<file path="src/rtl/rv16_fetch_unit.sv">
// rv16_fetch_unit: instruction fetch stage. Issues one outstanding word-aligned
// request at a time, buffers returned words with their PC in a small prefetch
// FIFO and presents the FIFO head downstream. Flush / pc_update redirect the
// stream; a response still in flight at a redirect is discarded (DROP state).
module rv16_fetch_unit #(
  parameter logic [31:0] RESET_PC = 32'h0000_0000,
  parameter int          DEPTH    = 4
) (
  input  logic        clk,
  input  logic        rst,
  output logic [31:0] o_imem_addr,
  output logic        o_imem_req,
  input  logic        i_imem_gnt,
  input  logic        i_imem_rvalid,
  input  logic [31:0] i_imem_rdata,
  output logic [31:0] o_fetch_data,
  output logic        o_fetch_valid,
  output logic [31:0] o_pc,
  input  logic        i_stall,
  input  logic        i_flush,
  input  logic        i_pc_update,
  input  logic [31:0] i_next_pc
);

  localparam int              PW       = $clog2(DEPTH);
  localparam logic [PW:0]     CNT_FULL = (PW+1)'(DEPTH);

  typedef enum logic [1:0] {
    ST_REQ  = 2'd0,   // may request (when the FIFO has room)
    ST_WAIT = 2'd1,   // granted, response will be pushed
    ST_DROP = 2'd2    // granted before a redirect, response will be discarded
  } state_t;

  state_t        r_state, w_state_nxt;
  logic [31:0]   r_fetch_pc, w_fetch_pc_nxt;
  logic          r_started;
  logic [31:0]   r_mem_data [DEPTH];
  logic [31:0]   r_mem_pc   [DEPTH];
  logic [PW-1:0] r_rd_ptr, r_wr_ptr;
  logic [PW:0]   r_count;
  logic [31:0]   r_last_data, r_last_pc;

  logic          w_redirect, w_handshake, w_push, w_pop;
  logic [31:0]   w_target;
  logic [1:0]    w_unused_next_pc_lsb;

  assign w_unused_next_pc_lsb = i_next_pc[1:0];

  assign w_redirect  = i_flush | i_pc_update;
  assign w_target    = i_pc_update ? {i_next_pc[31:2], 2'b00} : r_fetch_pc;

  // Nothing is outstanding in ST_REQ, so the credit rule reduces to FIFO room.
  assign o_imem_req  = r_started && (r_state == ST_REQ) && (r_count < CNT_FULL);
  assign o_imem_addr = r_fetch_pc;
  assign w_handshake = o_imem_req & i_imem_gnt;

  // A response arriving in a redirect cycle belongs to the old stream.
  assign w_push        = (r_state == ST_WAIT) & i_imem_rvalid & ~w_redirect;
  assign o_fetch_valid = (r_count != '0);
  assign w_pop         = o_fetch_valid & ~i_stall;

  // Head comes straight from FIFO storage; when empty, the last shown head is held.
  assign o_fetch_data = o_fetch_valid ? r_mem_data[r_rd_ptr] : r_last_data;
  assign o_pc         = o_fetch_valid ? r_mem_pc[r_rd_ptr]   : r_last_pc;

  // Next-state and next fetch PC; a redirect overrides the normal advance.
  always_comb begin
    // NOTE: every comb output gets a default first so no path can infer a latch.
    w_state_nxt    = r_state;
    w_fetch_pc_nxt = r_fetch_pc;
    case (r_state)
      ST_REQ: begin
        if (w_handshake) begin
          w_state_nxt    = ST_WAIT;
          w_fetch_pc_nxt = r_fetch_pc + 32'd4;
        end
      end
      ST_WAIT, ST_DROP: begin
        if (i_imem_rvalid) w_state_nxt = ST_REQ;
      end
      default: w_state_nxt = ST_REQ;
    endcase
    // Anything still outstanding after this cycle must be dropped on return.
    if (w_redirect) begin
      w_fetch_pc_nxt = w_target;
      w_state_nxt    = (w_state_nxt == ST_REQ) ? ST_REQ : ST_DROP;
    end
  end

  // FSM state, fetch PC and the one-cycle request holdoff after reset.
  always_ff @(posedge clk or posedge rst) begin
    if (rst) begin
      // NOTE: sequential state uses non-blocking assignments so all flops update together.
      r_state    <= ST_REQ;
      r_fetch_pc <= RESET_PC;
      r_started  <= 1'b0;
    end else begin
      r_state    <= w_state_nxt;
      r_fetch_pc <= w_fetch_pc_nxt;
      r_started  <= 1'b1;
    end
  end

  // FIFO pointers and occupancy; a redirect empties the FIFO.
  always_ff @(posedge clk or posedge rst) begin
    if (rst) begin
      r_rd_ptr <= '0;
      r_wr_ptr <= '0;
      r_count  <= '0;
    end else if (w_redirect) begin
      r_rd_ptr <= '0;
      r_wr_ptr <= '0;
      r_count  <= '0;
    end else begin
      if (w_push) r_wr_ptr <= r_wr_ptr + PW'(1);
      if (w_pop)  r_rd_ptr <= r_rd_ptr + PW'(1);
      r_count <= r_count + (PW+1)'(w_push) - (PW+1)'(w_pop);
    end
  end

  // FIFO storage; the PC of the word in flight is fetch_pc - 4 while in ST_WAIT.
  // NOTE: storage has no reset; occupancy guards every read of it.
  always_ff @(posedge clk) begin
    if (w_push) begin
      r_mem_data[r_wr_ptr] <= i_imem_rdata;
      r_mem_pc[r_wr_ptr]   <= r_fetch_pc - 32'd4;
    end
  end

  // Remember the currently shown head so outputs hold while the FIFO is empty.
  always_ff @(posedge clk or posedge rst) begin
    if (rst) begin
      r_last_data <= '0;
      r_last_pc   <= '0;
    end else if (o_fetch_valid) begin
      r_last_data <= r_mem_data[r_rd_ptr];
      r_last_pc   <= r_mem_pc[r_rd_ptr];
    end
  end

  // Protocol checks.
  a_no_push_full: assert property (@(posedge clk) disable iff (rst)
    !(w_push && (r_count == CNT_FULL)));
  a_rvalid_outstanding: assert property (@(posedge clk) disable iff (rst)
    i_imem_rvalid |-> (r_state != ST_REQ));
  a_addr_aligned: assert property (@(posedge clk) disable iff (rst)
    o_imem_req |-> (o_imem_addr[1:0] == 2'b00));

endmodule

</file>
<file path="config.mk">
export PLATFORM = sky130hd
export DESIGN_NAME = rv16_fetch_unit
export DESIGN_NICKNAME = d
export VERILOG_FILES = /design/src/rtl/rv16_fetch_unit.sv
export SDC_FILE = /design/constraint.sdc
export NUM_CORES = 1
export LEC_CHECK = 0
export CAP_MARGIN = 20
export CORE_MARGIN = 10
export CORE_UTILIZATION = 30
export CTS_BUF_LIST = sky130_fd_sc_hd__clkbuf_8
export CTS_CLUSTER_DIAMETER = 60
export DETAILED_ROUTE_END_ITERATION = 8
export GPL_ROUTABILITY_DRIVEN = 0
export SLEW_MARGIN = 20
export SYNTH_ARGS = -nofsm -noshare
export SYNTH_HDL_FRONTEND = slang
export SYNTH_SLANG_ARGS = --single-unit
</file>
<file path="constraint.sdc">
create_clock -name clk -period 4.6 [get_ports clk]
set_clock_uncertainty 0.05 [all_clocks]
set_input_delay 1.15 -clock clk [delete_from_list [all_inputs] [get_ports clk]]
set_output_delay 1.15 -clock clk [all_outputs]
set_load 0.02 [all_outputs]
</file>
==> Implementation_results.wiki <==
{| class="wikitable"
! Metric !! Value
|-
| Leakage dissipation || 6.28 nW
|-
| Worst Max-Slew Pin Slew || 0.683 ns
|-
| Die area || 57300 sq um
|-
| Most common library cell in the layout ignoring fill and taps || sky130_fd_sc_hd__edfxtp_1
|-
| Clock net sink count || 352
|-
| Post-synth top flop || sky130_fd_sc_hd__edfxtp_1
|-
| Netlist Area Pre-Place || 14400 sq um
|-
| Clock Power Share || 0.340
|-
| MaxCap Viol Count || 0
|-
| Average wire length per cell after detail routing || 20.7 microns
|-
| Post-synthesis cell count || 853
|-
| Final setup viols || 0
|-
| Placeable Area || 47600 sq um
|-
| Xor and xnor fraction of the mapped netlist area || 0.0194
|-
| Port bufs || 164
|-
| Antenna violations before repair || 1
|-
| Pin count of the biggest net entering global routing || 73
|-
| Internal || 0.00620 W
|-
| Effective utilization at floorplan || 0.303
|-
| Final worst hold slack || 0.428 ns
|-
| Register clock-pin slew on the reported worst setup and hold paths || 0.05 ns
|-
| H-tree level count || 3
|-
| Horizontal die dimension || 239 microns
|-
| Main combinational cell family by area after synthesis || multiplexers
|-
| Number of fill cells in the layout || 4509
|-
| Post-DP HPWL || 23100 microns
|-
| Number of cells in the finished layout apart from fillers || 1723
|-
| Number of top-level design ports || 169
|-
| Number of DRC markers after the initial detailed-route iteration || 501
|-
| Total number of nets in the final design || 1139
|-
| Count of unique library cells instantiated by Yosys || 69
|-
| Crit start category || flip-flop
|-
| Mux share of post-synthesis cell area || 0.145
|-
| Vias in the first global route || 8893
|-
| Proportion of power drawn by flip-flops and latches || 0.453
|-
| Post-route design area || 18200 sq um
|-
| Placed inst area || 16900 sq um
|-
| Crit path DAT || 3.05 ns
|-
| Count of flip-flops with a built-in enable after synthesis || 248
|-
| Commonest cells after routing, fill and taps aside || sky130_fd_sc_hd__edfxtp_1 (248), sky130_fd_sc_hd__clkdlybuf4s50_1 (164), sky130_fd_sc_hd__dfrtp_1 (102), sky130_fd_sc_hd__clkbuf_8 (78)
|-
| Post-CTS setup-driven buffer insertion count || 0
|-
| Setup total negative slack || 0 ns
|-
| Site Rows || 80
|-
| Flip-flop and latch count after synthesis || 352
|-
| Routed wire length || 35700 microns
|-
| Post-synthesis area per instance || 16.9 sq um
|-
| Area growth syn-to-layout || 26.3%
|-
| Outcome || completed
|-
| Hold Crit Class || flip-flop to flip-flop
|-
| Number of nets still failing antenna checks after routing || 0
|-
| Post-placement cell count || 1603
|-
| Compound-cell area share of the yosys netlist || 0.0378
|-
| Crit end category || output pin
|-
| Sw Share || 0.280
|-
| Seq/Total Area, Yosys || 0.696
|-
| Ratio of routed vias to standard cells || 4.79
|-
| Share of async-settable or async-resettable flops after synthesis || 0.295
|-
| Rel. slew slack || 0.544
|-
| Post-route DRC violation count || 0
|-
| CTS Buffer Depth || 3
|-
| Length of the first detailed-routing pass in iterations || 5
|-
| Synthesized-area fraction occupied by adder cells || 0.0109
|-
| Wire length of the first global-routing pass || 54800 microns
|-
| Largest fanout on the critical path || 27
|-
| Combinational power share || 0.207
|-
| Total net switching power || 0.00241 W
|-
| Number of clock buffers inserted by TritonCTS || 66
|-
| Max frequency || 235 MHz
|-
| Worst ir drop on vdd || 0.168 mV
|-
| Area share of and/or/nand/nor cells after synthesis || 0.0687
|-
| Total grt overflow || 0
|-
| Number of warnings printed during yosys synthesis || 0
|-
| Via count || 8248
|-
| Clk Latency, worst-skew pair || 0.62 ns
|-
| RSZ-0062 raised after global routing || no
|-
| Critical Setup Path Class || flip-flop to output pin
|-
| Part of the cycle the worst path needs || 0.923
|-
| Hold Violations, Final || 0
|-
| Power per cell area || 472 nW/um^2
|-
| Shortest clock period the worst path allows after layout || 4.25 ns
|-
| Fraction of layout instances using a drive strength above 1 || 0.238
|-
| Data required time of the worst path || 3.40 ns
|-
| Root Buffer || sky130_fd_sc_hd__clkbuf_8
|-
| GRT Util Overall || 0.127
|-
| CTS tree || done
|-
| Final max-slew violation count || 0
|-
| Height of the die || 239 microns
|}
[power by group through the flow]
stage	registers (W)	clock network (W)	logic, W
after global placement	0.00395	0	0.00179
after global routing	0.00394	0.00318	0.00191
final	0.00390	0.00292	0.00178
after floorplan	0.00392	0	0.000927
after CTS	0.00390	0.00304	0.00182
after detailed placement	0.00396	0	0.00181
[logic make-up after synthesis]
| kind of cell | count (synthesis) |
|---|---|
| AO/OA/AOI/OAI | 80 |
| adder cells (fa/ha/maj) | 12 |
| other | 2 |
| multiplexers | 124 |
| AND/OR/NAND/NOR | 175 |
| buffers and inverters | 76 |
| XOR/XNOR | 32 |
| flip-flops | 352 |
[layer usage]
layer | share of wire | GRT usage | up-vias | wire length (microns)
li1 | - | - | 3758 | -
met1 | 0.44 | 0.160 | 4187 | 15700
met2 | 0.47 | 0.201 | 231 | 16900
met3 | 0.058 | 0.0360 | 72 | 2070
met4 | 0.026 | 0.0492 | 0 | 943
met5 | 0 | 0 | - | 0
[through the flow]
stage	power, W	utilization	worst slack [ns]
after global placement	0.00574	0.356	0.601
after detailed placement	0.00577	0.356	0.601
after CTS	0.00876	0.383	0.215
after floorplan	0.00485	-	0.635
final	0.00860	0.383	0.353
after global routing	0.00902	0.383	0.187
[synthesized netlist by cell type, types with 5 or more instances]
library cell / count / area [sq um]
sky130_fd_sc_hd__nand2_1: 28 / 105
sky130_fd_sc_hd__a31oi_1: 15 / 93.8
sky130_fd_sc_hd__or4_1: 12 / 90.1
sky130_fd_sc_hd__o22ai_1: 5 / 31.3
sky130_fd_sc_hd__and4_1: 8 / 70.1
sky130_fd_sc_hd__inv_1: 20 / 75.1
sky130_fd_sc_hd__ha_1: 11 / 138
sky130_fd_sc_hd__xor2_1: 18 / 158
sky130_fd_sc_hd__o21ai_0: 11 / 55.1
sky130_fd_sc_hd__nand4_1: 12 / 75.1
sky130_fd_sc_hd__mux4_2: 62 / 1400
sky130_fd_sc_hd__edfxtp_1: 248 / 7450
sky130_fd_sc_hd__o31ai_1: 9 / 67.6
sky130_fd_sc_hd__nand3_1: 18 / 90.1
sky130_fd_sc_hd__and2_1: 11 / 68.8
sky130_fd_sc_hd__buf_2: 6 / 30.0
sky130_fd_sc_hd__clkbuf_1: 41 / 154
sky130_fd_sc_hd__a21oi_1: 14 / 70.1
sky130_fd_sc_hd__xnor2_1: 14 / 123
sky130_fd_sc_hd__nor2_1: 39 / 146
sky130_fd_sc_hd__nor3_1: 14 / 70.1
sky130_fd_sc_hd__dfrtp_1: 104 / 2600
sky130_fd_sc_hd__mux2_2: 62 / 698
sky130_fd_sc_hd__nor4_1: 8 / 50.1
[flip-flops by register name, indices dropped and copies added (netlist names)]
register / count
o_imem_addr: 30
r_count: 3
r_last_data: 32
r_last_pc: 32
r_mem_data: 128
r_mem_pc: 120
r_rd_ptr: 2
r_started: 1
r_state: 2
r_wr_ptr: 2
[critical path, stage by stage, from the launching register on]
cell                              delay (ns)
sky130_fd_sc_hd__dfrtp_1                0.43
sky130_fd_sc_hd__nor3_2                 0.43
sky130_fd_sc_hd__inv_2                  0.22
sky130_fd_sc_hd__buf_12                 0.23
sky130_fd_sc_hd__buf_4                  0.23
sky130_fd_sc_hd__mux2_2                 0.27
sky130_fd_sc_hd__clkdlybuf4s50_1        0.61
[worst paths after layout]
| check | start | end | slack [ns] | cells after the start |
|---|---|---|---|---|
| worst max-delay path | r_count[2] | o_fetch_data[21] | 0.35 | 6 |
| worst min-delay path | r_last_pc[0] | r_last_pc[0] | 0.43 | 1 |
| worst max register to register | o_imem_addr[2] | r_mem_pc[2][20] | 1.78 | 6 |
| worst min register to register | r_last_pc[0] | r_last_pc[0] | 0.43 | 1 |
| max in group asynchronous | rst | r_last_pc[30] | 2.78 | 3 |
| min in group asynchronous | rst | r_last_data[18] | 0.85 | 2 |
[final cells by class]
class                           instances  area [sq um]  area share
Timing Repair Buffer                  189          1940       0.106
Tap cell                              615           769      0.0422
Multi-Input combinational cell        426          4100       0.225
Sequential cell                       352         10100       0.551
Clock buffer                           78          1070      0.0589
Clock inverter                         41           215      0.0118
Antenna cell                            1          2.50    0.000137
Inverter                               21          81.3     0.00446
[what timing repair did]
item,4_1_cts,5_1_grt
endpoints found under the setup margin,14,0
hold buffers,0,0
resized for setup,1,0
Power figures use the tool's default switching activity.
